### src/rtl/scmp_ram_arbiter.sv
`default_nettype none
// ============================================================================
//  Module   : scmp_ram_arbiter
//  Purpose  : Single-port arbiter for the 4 KB external RAM page of the SC/MP
//             board. The CPU bus (RD_n/WR_n strobes plus latched page nibble)
//             always wins and has fixed latency. A host port with a req/gnt
//             handshake fills every RAM slot the CPU leaves idle, including
//             the slots inside a long CPU strobe after the CPU access is done.
//  Revision : 1.0  initial release
// ----------------------------------------------------------------------------
//  Ports
//    clk           in   RAM-side clock; CPU strobes are synchronous to it
//    rst           in   synchronous reset, active-high
//    cpu_page      in   latched page nibble
//    cpu_addr      in   CPU address
//    cpu_D_o       in   CPU write data
//    cpu_RD_n      in   CPU read strobe, active-low
//    cpu_WR_n      in   CPU write strobe, active-low
//    cpu_sel       out  page match, drives the board read mux (comb)
//    cpu_rdata     out  registered CPU read data
//    host_req      in   host request level
//    host_we       in   host write (1) / read (0)
//    host_addr     in   host address
//    host_wdata    in   host write data
//    host_gnt      out  1-cycle pulse, request accepted this cycle
//    host_rvalid   out  1-cycle pulse, host_rdata valid
//    host_rdata    out  host read data, holds after the pulse
//    host_starved  out  host has waited STARVE_CYCLES or more
//    ram_addr      out  RAM address (comb)
//    ram_we        out  RAM write enable (comb)
//    ram_wdata     out  RAM write data (comb)
//    ram_rdata     in   RAM read data, one-cycle synchronous latency
// ============================================================================
module scmp_ram_arbiter #(
   parameter logic [3:0] PAGE          = 4'h1,
   parameter int         AW            = 12,
   parameter int         STARVE_CYCLES = 64
) (
   input  logic          clk,
   input  logic          rst,
   input  logic [3:0]    cpu_page,
   input  logic [AW-1:0] cpu_addr,
   input  logic [7:0]    cpu_D_o,
   input  logic          cpu_RD_n,
   input  logic          cpu_WR_n,
   output logic          cpu_sel,
   output logic [7:0]    cpu_rdata,
   input  logic          host_req,
   input  logic          host_we,
   input  logic [AW-1:0] host_addr,
   input  logic [7:0]    host_wdata,
   output logic          host_gnt,
   output logic          host_rvalid,
   output logic [7:0]    host_rdata,
   output logic          host_starved,
   output logic [AW-1:0] ram_addr,
   output logic          ram_we,
   output logic [7:0]    ram_wdata,
   input  logic [7:0]    ram_rdata
);

   localparam int                  c_WAIT_W   = $clog2(STARVE_CYCLES + 1);
   localparam logic [c_WAIT_W-1:0] c_WAIT_MAX = c_WAIT_W'(STARVE_CYCLES);

   // ------------------------------------------------------------------
   // Registered state
   // ------------------------------------------------------------------
   logic                r_rd_prev_high;   // RD_n was high last cycle
   logic                r_wr_prev_high;   // WR_n was high last cycle
   logic                r_wr_slot;        // CPU write slot is this cycle
   logic                r_rd_cap;         // ram_rdata holds the CPU read byte
   logic                r_host_rd_pend;   // ram_rdata holds a host read byte
   logic [7:0]          r_cpu_rdata;
   logic [7:0]          r_host_rdata_hold;
   logic [c_WAIT_W-1:0] r_wait;

   // ------------------------------------------------------------------
   // Combinational decode
   // ------------------------------------------------------------------
   logic          w_cpu_sel;
   logic          w_rd_edge;
   logic          w_wr_edge;
   logic          w_host_slot;
   logic          w_host_gnt;
   logic          w_host_rvalid;
   logic [AW-1:0] w_ram_addr;
   logic          w_ram_we;
   logic [7:0]    w_ram_wdata;

   assign w_cpu_sel = (cpu_page == PAGE);

   // Falling-edge detect. Because the previous-strobe flags reset low, a
   // strobe that is already asserted when reset lifts must first return
   // high before it can produce an access. A page change while a strobe is
   // held low cannot create an edge either, since the flag is already low.
   assign w_rd_edge = ~cpu_RD_n & r_rd_prev_high & w_cpu_sel;
   assign w_wr_edge = ~cpu_WR_n & r_wr_prev_high & w_cpu_sel;

   // The CPU read uses the edge cycle itself; the write waits one cycle so
   // that write data on the bus has settled. Everything else goes to host.
   assign w_host_slot = host_req & ~w_rd_edge & ~r_wr_slot;
   assign w_host_gnt  = w_host_slot & ~rst;

   always_comb begin
      w_ram_addr  = cpu_addr;
      w_ram_we    = 1'b0;
      w_ram_wdata = cpu_D_o;
      if (w_rd_edge) begin
         w_ram_addr = cpu_addr;
         w_ram_we   = 1'b0;
      end else if (r_wr_slot) begin
         w_ram_addr  = cpu_addr;
         w_ram_wdata = cpu_D_o;
         w_ram_we    = 1'b1;
      end else if (w_host_slot) begin
         w_ram_addr  = host_addr;
         w_ram_wdata = host_wdata;
         w_ram_we    = host_we;
      end
      // Never let a write reach the RAM while reset is asserted.
      if (rst) begin
         w_ram_we = 1'b0;
      end
   end

   // ------------------------------------------------------------------
   // Sequential state
   // ------------------------------------------------------------------
   always_ff @(posedge clk) begin
      if (rst) begin
         r_rd_prev_high    <= 1'b0;
         r_wr_prev_high    <= 1'b0;
         r_wr_slot         <= 1'b0;
         r_rd_cap          <= 1'b0;
         r_host_rd_pend    <= 1'b0;
         r_cpu_rdata       <= 8'h00;
         r_host_rdata_hold <= 8'h00;
         r_wait            <= '0;
      end else begin
         r_rd_prev_high <= cpu_RD_n;
         r_wr_prev_high <= cpu_WR_n;
         r_wr_slot      <= w_wr_edge;
         r_rd_cap       <= w_rd_edge;
         r_host_rd_pend <= w_host_gnt & ~host_we;

         if (r_rd_cap) begin
            r_cpu_rdata <= ram_rdata;
         end
         if (r_host_rd_pend) begin
            r_host_rdata_hold <= ram_rdata;
         end

         // Wait counter: counts refused request cycles, saturating.
         if (~host_req | w_host_gnt) begin
            r_wait <= '0;
         end else if (r_wait != c_WAIT_MAX) begin
            r_wait <= r_wait + 1'b1;
         end
      end
   end

   // A host read byte is presented straight from the RAM in the pulse
   // cycle and held afterwards; a pulse that would coincide with reset is
   // suppressed.
   assign w_host_rvalid = r_host_rd_pend & ~rst;

   // ------------------------------------------------------------------
   // Outputs
   // ------------------------------------------------------------------
   assign cpu_sel      = w_cpu_sel;
   assign cpu_rdata    = r_cpu_rdata;
   assign host_gnt     = w_host_gnt;
   assign host_rvalid  = w_host_rvalid;
   assign host_rdata   = w_host_rvalid ? ram_rdata : r_host_rdata_hold;
   assign host_starved = (r_wait == c_WAIT_MAX);
   assign ram_addr     = w_ram_addr;
   assign ram_we       = w_ram_we;
   assign ram_wdata    = w_ram_wdata;

   // ------------------------------------------------------------------
   // Bus preconditions: the CPU never drives both strobes, and each strobe
   // stays low for at least two clocks. Together these keep the read slot
   // and the write slot apart.
   // ------------------------------------------------------------------
   a_strobe_excl : assert property (@(posedge clk) disable iff (rst)
      !(!cpu_RD_n && !cpu_WR_n));
   a_rd_min_width : assert property (@(posedge clk) disable iff (rst)
      (r_rd_prev_high && !cpu_RD_n) |=> !cpu_RD_n);
   a_wr_min_width : assert property (@(posedge clk) disable iff (rst)
      (r_wr_prev_high && !cpu_WR_n) |=> !cpu_WR_n);
   a_slot_excl : assert property (@(posedge clk) disable iff (rst)
      !(w_rd_edge && r_wr_slot));

endmodule
`default_nettype wire

### config.mk
export PLATFORM = sky130hd
export DESIGN_NAME = scmp_ram_arbiter
export DESIGN_NICKNAME = d
export VERILOG_FILES = /design/src/rtl/scmp_ram_arbiter.sv
export SDC_FILE = /design/constraint.sdc
export NUM_CORES = 1
export LEC_CHECK = 0
export CAP_MARGIN = 10
export CORE_ASPECT_RATIO = 1.1
export CORE_MARGIN = 3
export CORE_UTILIZATION = 33
export CTS_BUF_LIST = sky130_fd_sc_hd__clkbuf_8
export CTS_CLUSTER_DIAMETER = 50
export DETAILED_ROUTE_END_ITERATION = 7
export PLACE_DENSITY = 0.79
export SYNTH_ARGS = -nofsm -noshare
export SYNTH_HDL_FRONTEND = slang
export SYNTH_SLANG_ARGS = --single-unit
export TNS_END_PERCENT = 1
### constraint.sdc
create_clock -name clk -period 2.3 [get_ports clk]
set_input_delay 0.69 -clock clk [delete_from_list [all_inputs] [get_ports clk]]
set_output_delay 0.69 -clock clk [all_outputs]
set_load 0.02 [all_outputs]
# Yosys cells after proc, flatten, opt, wreduce, memory -nomap -nowiden
# Index checks and enable logic that the tools add are counted.
# W data, S select, Z words.
[op_classes]
addsub = 1
n_eq_ne = 3
muxes = 11
bitwise_logic = 17
n_reduce_logical = 1
[op_table]
columns = ["op", "n"]
rows = [
  ["$mux W12", 3],
  ["$mux W8", 4],
  ["$and A1 B1 Y1", 9],
  ["$add A7 B1 Y7 const B", 1],
  ["$eq A7 B7 Y1 const B", 1],
  ["$ne A7 B7 Y1 const B", 1],
  ["$not A1 Y1", 7],
  ["$eq A4 B1 Y1 const B", 1],
  ["$mux W1", 4],
  ["$reduce_or A2 Y1", 1],
  ["$or A1 B1 Y1", 1],
]
[word_totals]
reg_bits = 28
inputBits = 58
out_inout_bits = 41

# Logic depth before layout (Yosys ltp)
# Gate-level depths: netlist of the first run.
[logic_depth]
depth_word = 10
depth_mapped = 5
ltp_nobuf = 5

# Worst setup path before layout of the first run
# No wires, ideal clock.
[synth_path]
path_type = "input-to-output"
start = "in cpu_page[1]"
end = "out ram_addr[0]"
arrival_ps = 1843
required_ps = 1610
setup_slack_ps = -233
path_stages = 4
cell_sequence = "nor4b_4 -> a21oi_2 -> buf_6 -> mux2_2"
[synth_between]
elab_chain_len = 8
[synth_rtl]
columns = ["element", "line", "source"]
rows = [
  ["from (decl)", "41", "input logic [3:0] cpu_page,"],
  ["$eq A4 B1 Y1 (*)", "90", "assign w_cpu_sel = (cpu_page == PAGE);"],
  ["$and A1 B1 Y1 (*)", "96", "assign w_rd_edge = ~cpu_RD_n & r_rd_prev_high & w_cpu_sel;"],
  ["$not A1 Y1", "101", "assign w_host_slot = host_req & ~w_rd_edge & ~r_wr_slot;"],
  ["$and A1 B1 Y1 (2 in series)", "101", ""],
  ["$mux W12", "115", "end else if (w_host_slot) begin"],
  ["$mux W12", "111", "end else if (r_wr_slot) begin"],
  ["$mux W12 (*)", "108", "if (w_rd_edge) begin"],
  ["to (decl)", "56", "output logic [AW-1:0] ram_addr,"],
]
# Mark *: on every way between the ends. The rest lies on a longest branch, timed or not.

# Worst setup path after layout of the first run
[layout_path]
start = "in cpu_page[3]"
end = "out ram_wdata[5]"
[layout_between]
elab_chain_len = 8
[layout_rtl]
columns = ["element", "line", "source"]
rows = [
  ["$eq A4 B1 Y1 (*)", "90", ""],
  ["$and A1 B1 Y1 (*)", "96", ""],
  ["$not A1 Y1", "101", ""],
  ["$and A1 B1 Y1 (2 in series)", "101", ""],
  ["$mux W8", "115", ""],
  ["$mux W8", "111", ""],
  ["$mux W8 (*)", "108", ""],
  ["to (decl)", "58", "output logic [7:0] ram_wdata,"],
]
# Marked as above.

==> qor.yml, run 1 <==
portBuffers: 98
fin_skew_ns: 0.00823
cp-end-kind: "output port"
ys_ff_latch: 28
yosysSeqAreaShare_pct: 38.7
root_buffer: "clkbuf_8"
synth_top_area_cell: "dfxtp_1"
die_h_um: 75.5
ant_nets: 0
setup_ws_ns: -0.362
holdPathStages: 1
critical_path_class: "input port to output port"
die_x_um: 69.2
r2r_slack_ns: 0.81
reg2regPathDepth: 4
seqPwrFrac_pct: 40.4
hold_violations: 0
p_comb_share_pct: 28.4
wirelength_mm: 4.60
syn_avg_cell_area_um2: 10.1
post-route-min-period_ns: 2.66
clock_sinks: 28
r2r-start: "r_wait[2]"
dr.pass1.iters: 3
htree_levels: 1
hold_end: "r_wr_slot"
num-fill-cells: 336
p_int_uw: 942
num_io_pins: 99
tightest_slew_ns: 0.490
multi_input_area_um2: 890
via_count: 1512
antennaDiodeCount: 0
rsz0062_at_grt: "yes"
grt_pass1_vias: 1474
syn2layout_area_growth_pct: 93.4
yosysWarnings: 0
drtIter0Drc: 15
ys_types: 29
antenna_found_initial: 0
grt_pass1_wl_mm: 7.38
hold_start: "r_wr_prev_high"
cts_tree: "yes"
path_max_fanout: 8
final_max_slew_viol_count: 0
netlist.area_leader.share_pct: 38.7
clockPowerShare_pct: 31.2
core_area_um2: 4080
path_clk_slew_ns: 0.09
post-route-util_pct: 68.7
initial_core_util_pct: 35.5
ir_drop_mv: 0.330
syn_area_um2: 1450
cellPowerDensity_nw_per_um2: 438
gp_congestion: 0.747
pre_cts_ws_ns: -0.949
drive_gt1_share_pct: 39.6
finalCritPeriodShare_pct: 116
seq_area_um2: 561
rr_endpoint: "r_wait[1]"
cp-start-kind: "input port"
drc: 0
netlist_instances: 143
maxSlewHeadroom_pct: 67.3
maxCapViolCount: 0
swShare_pct: 23.3
cts_made_buffers: 3
worstPathArrival_ns: 1.97
cts_hold_buf: 0
violations: "setup timing"
crit_required_ns: 1.61
clkLatencyLatePin_ns: 0.27
dieArea_um2: 5230
synth_area_leaders: "dfxtp_1 39%, mux2_2 22%, mux2i_1 11%"
post_drt_wl_per_cell_um: 14.4
status: "complete, but fails checks"
grt-ovfl-total: 0
grt_max_degree: 23
grt_util_all_layers_pct: 17.4
clockBufferDepth: 2
hold_class: "flip-flop to flip-flop"
p_leak_uw: 0.00120
switchingPower_uw: 285
setup_viol: 22
placementRows: 24
num-nets-final: 329
max_freq_mhz: 376
dp_hpwl_mm: 3.54
vias_per_cell: 4.73
syn_nets: 203
setup_tns_ns: -6.95
layer usage:
| metal | track usage (%) | part of all wire (%) | vias up |
|---|---|---|---|
| met2 | 31.6 | 49 | 69 |
| met4 | 4.56 | 0.67 | 0 |
| met5 | 0 | 0 | - |
| li1 | - | - | 749 |
| met3 | 2.90 | 6.5 | 4 |
| met1 | 21.8 | 44 | 690 |
how the worst max path moves through the flow:
stage	startpoint	endpoint	slack [ns]	depth (start not counted)
floorplan	cpu_page[1]	ram_addr[0]	-0.23	4
global placement	cpu_page[1]	ram_addr[6]	-0.94	6
detailed placement	cpu_page[1]	ram_wdata[5]	-0.95	6
CTS	cpu_page[2]	ram_wdata[3]	-0.33	6
global route	cpu_page[3]	ram_addr[0]	-0.42	7
finish	cpu_page[3]	ram_wdata[5]	-0.36	7
power by group through the flow:
stage / Clock, uW / Sequential, uW / Combinational [uW]
2_1_floorplan: 0 / 506 / 127
3_3_place_gp: 0 / 507 / 323
3_5_place_dp: 0 / 507 / 328
4_1_cts: 394 / 496 / 331
5_1_grt: 415 / 497 / 370
6_report: 383 / 496 / 348
worst max-delay path, cell delays in order:
cell	delay (ns)
buf_6	0.10
nor4b_4	0.35
a21oi_4	0.12
buf_4	0.16
buf_12	0.13
mux2_2	0.29
buf_6	0.14
kinds of logic (layout without fill, tap and decap cells):
group,count (synthesis),after routing,synth area share (%)
buffers and inverters,10,135,3.80
AND/OR/NAND/NOR,44,44,16.0
multiplexers,44,44,32.8
XOR/XNOR,3,3,1.81
AO/OA/AOI/OAI,12,12,5.18
flip-flops,28,28,38.7
adder cells (fa/ha/maj),2,2,1.73
flip-flops by register name (all words and copies together), names as in the netlist:
register / count
r_host_rdata_hold: 8
r_rd_cap: 1
r_host_rd_pend: 1
cpu_rdata: 8
r_wr_slot: 1
r_wait: 7
r_wr_prev_high: 1
r_rd_prev_high: 1
area by class of cell:
type | count | area share, %
flip-flops and latches | 28 | 20.0
multi-input cells | 105 | 31.7
well taps | 52 | 2.32
inverters | 3 | 0.401
clock inverters | 1 | 1.07
repair buffers | 128 | 43.0
clock buffers | 3 | 1.47
through the flow:
| step | area (um^2) | hold slack, ns | total power, uW | std cells |
|---|---|---|---|---|
| floorplan | 1450 | 0.429 | 633 | 143 |
| global route | 2810 | 0.486 | 1280 | 320 |
| detailed placement | 2650 | 0.448 | 835 | 310 |
| finish | 2810 | 0.465 | 1230 | 320 |
| CTS | 2710 | 0.470 | 1220 | 317 |
| global placement | 2650 | 0.435 | 830 | 310 |
synthesized netlist by cell type, drive strengths merged:
master / count
a211oi: 1
a21o: 1
a21oi: 5
a41oi: 1
and3: 2
and3b: 1
buf: 5
clkbuf: 2
dfxtp: 28
ha: 2
inv: 3
mux2: 28
mux2i: 16
nand2: 3
nand2b: 1
nand3: 3
nor2: 20
nor2b: 4
nor3: 5
nor4b: 1
o21a: 1
o21ai: 3
or3: 3
or4: 1
xnor2: 1
xor2: 2
cell usage in the layout (no fill, tap or decap):
| master | n |
|---|---|
| buf_2 | 14 |
| nand2_1 | 3 |
| nor3_1 | 5 |
| a21o_1 | 1 |
| clkbuf_2 | 2 |
| xnor2_1 | 1 |
| or4_4 | 1 |
| a41oi_1 | 1 |
| nor2b_1 | 2 |
| clkdlybuf4s50_1 | 58 |
| nor2_1 | 20 |
| bufinv_16 | 1 |
| inv_1 | 3 |
| xor2_1 | 2 |
| buf_12 | 2 |
| clkdlybuf4s15_1 | 1 |
| ha_1 | 2 |
| dfxtp_1 | 28 |
| o21ai_0 | 3 |
| a21oi_1 | 4 |
| buf_6 | 23 |
| buf_4 | 25 |
| nor2b_2 | 1 |
| nor4b_4 | 1 |
| a21oi_4 | 1 |
| or3_1 | 3 |
| mux2_4 | 10 |
| and3_1 | 2 |
| buf_16 | 1 |
| a211oi_1 | 1 |
| clkbuf_8 | 3 |
| clkdlybuf4s15_2 | 2 |
| nor2b_4 | 1 |
| nand2b_1 | 1 |
| and3b_1 | 1 |
| mux2_2 | 18 |
| mux2i_1 | 16 |
| nand3_1 | 3 |
| o21a_1 | 1 |
what timing repair did:
item,CTS,global route
endpoints found under the hold margin,0,0
setup endpoints to repair,33,31
cloned,2,0
resized for setup,189,24
setup buffers,1,3
pin swaps,3,2
Note: power is estimated with default switching activity, not from simulation.
==> run 2: changes to the inputs <==
--- a/config.mk
+++ b/config.mk
@@ -6,13 +6,14 @@
 export NUM_CORES = 1
 export LEC_CHECK = 0
 export CAP_MARGIN = 10
-export CORE_ASPECT_RATIO = 1.1
+export CORE_ASPECT_RATIO = 2
 export CORE_MARGIN = 3
 export CORE_UTILIZATION = 33
 export CTS_BUF_LIST = sky130_fd_sc_hd__clkbuf_8
 export CTS_CLUSTER_DIAMETER = 50
 export DETAILED_ROUTE_END_ITERATION = 7
 export PLACE_DENSITY = 0.79
+export SETUP_SLACK_MARGIN = 0.02
 export SYNTH_ARGS = -nofsm -noshare
 export SYNTH_HDL_FRONTEND = slang
 export SYNTH_SLANG_ARGS = --single-unit
==> run 2 against run 1 <==
  * The flow still finishes with violations (setup timing)
  * Global-route usage rose by 0.31 points
  * Cell count fell by 0.31%
  * Worst setup slack improved by 0.12 ns
  * Via count fell by 0.53%
  * Critical path depth fell by 1
  * Sequential share of layout area barely moved
==> qor.yml, run 2 (synthesis results as in run 1) <==
status: "complete, but fails checks"  # unchanged
violations: "setup timing"  # unchanged
rsz0062_at_grt: "yes"  # unchanged
cpMostUsedCell: "buf_6"  # unchanged
drive_gt1_share_pct: 39.0  # was 39.6%
cellPowerDensity_nw_per_um2: 435  # was 438 nW/um^2
hold_class: "flip-flop to flip-flop"  # unchanged
worst_path_max_delay_cell: "nor4b_4"  # unchanged
num_io_pins: 99  # unchanged
final_max_slew_viol_count: 0  # unchanged
max_freq_mhz: 393  # was 376 MHz
vias_per_cell: 4.71  # was 4.73
portBuffers: 98  # unchanged
cpPeakStageDelay_ns: 0.34  # was 0.35 ns
grt-ovfl-total: 0  # unchanged
cts_tree: "yes"  # unchanged
via_count: 1504  # was 1512
final_common_cell: "clkdlybuf4s50_1"  # unchanged
clkLatencyLatePin_ns: 0.27  # about the same
p_leak_uw: 0.00120  # about the same
worst-path-buf-inv: 3  # was 4
worstPathArrival_ns: 1.85  # was 1.97 ns
dr.pass1.iters: 3  # unchanged
cp-start-kind: "input port"  # unchanged
ir_drop_mv: 0.464  # was 0.330 mV
root_buffer: "clkbuf_8"  # unchanged
num-nets-final: 328  # was 329
initial_core_util_pct: 34.8  # was 35.5%
syn2layout_area_growth_pct: 93.4  # about the same
gp_congestion: 0.844  # was 0.747
post-route-min-period_ns: 2.54  # was 2.66 ns
hold_violations: 0  # unchanged
placementRows: 33  # was 24
clockBufferDepth: 2  # unchanged
holdWs_ns: 0.472  # was 0.465 ns
maxCapViolCount: 0  # unchanged
cts_hold_buf: 0  # unchanged
placed_cell_area_um2: 2650  # about the same
fin_area_um2: 2800  # was 2810 um^2
crit_family: "buffers and inverters"  # unchanged
clock_sinks: 28  # unchanged
antennaDiodeCount: 0  # unchanged
path_max_fanout: 5  # was 8
finalCritPeriodShare_pct: 111  # was 116%
drc: 0  # unchanged
maxSlewHeadroom_pct: 68.4  # was 67.3%
drtIter0Drc: 8  # was 15
setup_viol: 22  # unchanged
htree_levels: 1  # unchanged
ant_nets: 0  # unchanged
crit_chain: "buf_6, nor4b_4, a21oi_4, buf_6, mux2_4, buf_6"  # was buf_6, nor4b_4, a21oi_4, buf_4, buf_12, mux2_2, buf_6
post_drt_wl_per_cell_um: 14.3  # was 14.4 um
dieArea_um2: 5270  # was 5230 um^2
grt_max_degree: 23  # unchanged
path_clk_slew_ns: 0.09  # about the same
grt_util_all_layers_pct: 17.7  # was 17.4%
final_cell_mix: "58 x clkdlybuf4s50_1, 29 x buf_6, 28 x dfxtp_1"  # was 58 x clkdlybuf4s50_1, 28 x dfxtp_1, 25 x buf_4
wirelength_mm: 4.57  # was 4.60 mm
die_x_um: 52.9  # was 69.2 um
core_area_um2: 4170  # was 4080 um^2
tightest_slew_ns: 0.474  # was 0.490 ns
cts_made_buffers: 3  # unchanged
die_h_um: 99.8  # was 75.5 um
crit_required_ns: 1.61  # about the same
dp_hpwl_mm: 3.55  # was 3.54 mm
fin_skew_ns: 0.00679  # was 0.00823 ns
antenna_found_initial: 0  # unchanged
critical_path_class: "input port to output port"  # unchanged
grt_pass1_wl_mm: 7.09  # was 7.38 mm
setup_ws_ns: -0.244  # was -0.362 ns
cp-end-kind: "output port"  # unchanged
grt_pass1_vias: 1486  # was 1474
==> run 2: cell count changes in the layout (fill, tap and decap cells not counted), moves of 2 or more <==
| cell | change |
|---|---|
| mux2_4 | +4 |
| clkbuf_2 | -2 |
| clkdlybuf4s15_2 | -2 |
| mux2_2 | -4 |
| buf_12 | -2 |
| buf_6 | +6 |
| buf_2 | -3 |
==> run 2: worst register-to-register path: cells and delay by family, from the launching register on <==
kind,cells,cell delay [ns]
AND/OR/NAND/NOR,2,0.84
flip-flops,1,0.32
buffers and inverters,1,0.16
AO/OA/AOI/OAI,1,0.12
==> run 2: per-layer routing <==
layer	part of all wire (%)	global-route usage, %	wire length (um)
met5	0	0	0
met4	1.4	5.71	62
met3	7.1	2.85	323
met2	57	34.3	2630
met1	34	18.0	1560
==> run 2: power breakdown <==
part	total, uW	switching (uW)	leakage [uW]	internal [uW]
logic	348	132	0.000941	217
clock network	376	143	0.0000357	233
registers	496	3.85	0.000227	492
total	1220	279	0.00120	942
==> run 2: area by class of cell <==
type,count,area (um^2)
timing repair buffer,127,1190
inverter,3,11.3
tap,52,65.1
fill,328,1370
sequential,28,561
multi-input combinational,105,910
clock inverter,1,30.0
clock buffer,3,41.3
==> run 2: per-stage QoR <==
step           TNS [ns]  utilization, %  setup slack [ns]  std cells  power, uW
2_1_floorplan     -4.66               -            -0.233        143        633
3_3_place_gp     -26.95            63.5            -0.946        312        828
3_5_place_dp     -27.20            63.5            -0.958        312        832
4_1_cts           -4.73            66.4            -0.252        319       1220
5_1_grt           -5.58            67.2            -0.289        319       1270
6_report          -4.57            67.2            -0.244        319       1220
==> run 2: path summary, 6_finish.rpt <==
path | start | endpoint | slack, ns | cells after the start
setup reg to reg | r_wait[2] | r_wait[1] | 0.80 | 4
hold reg to reg | r_wr_prev_high | r_wr_slot | 0.47 | 1
hold / removal | r_wr_prev_high | r_wr_slot | 0.47 | 1
setup / recovery | cpu_page[3] | ram_addr[6] | -0.24 | 6
==> run 2: repair_timing <==
action                     4_1_cts  5_1_grt
gates resized for setup        213       14
buffers inserted                 1        0
setup endpoints to repair       33       29
pin swaps                        3        1
cloned                           2        0
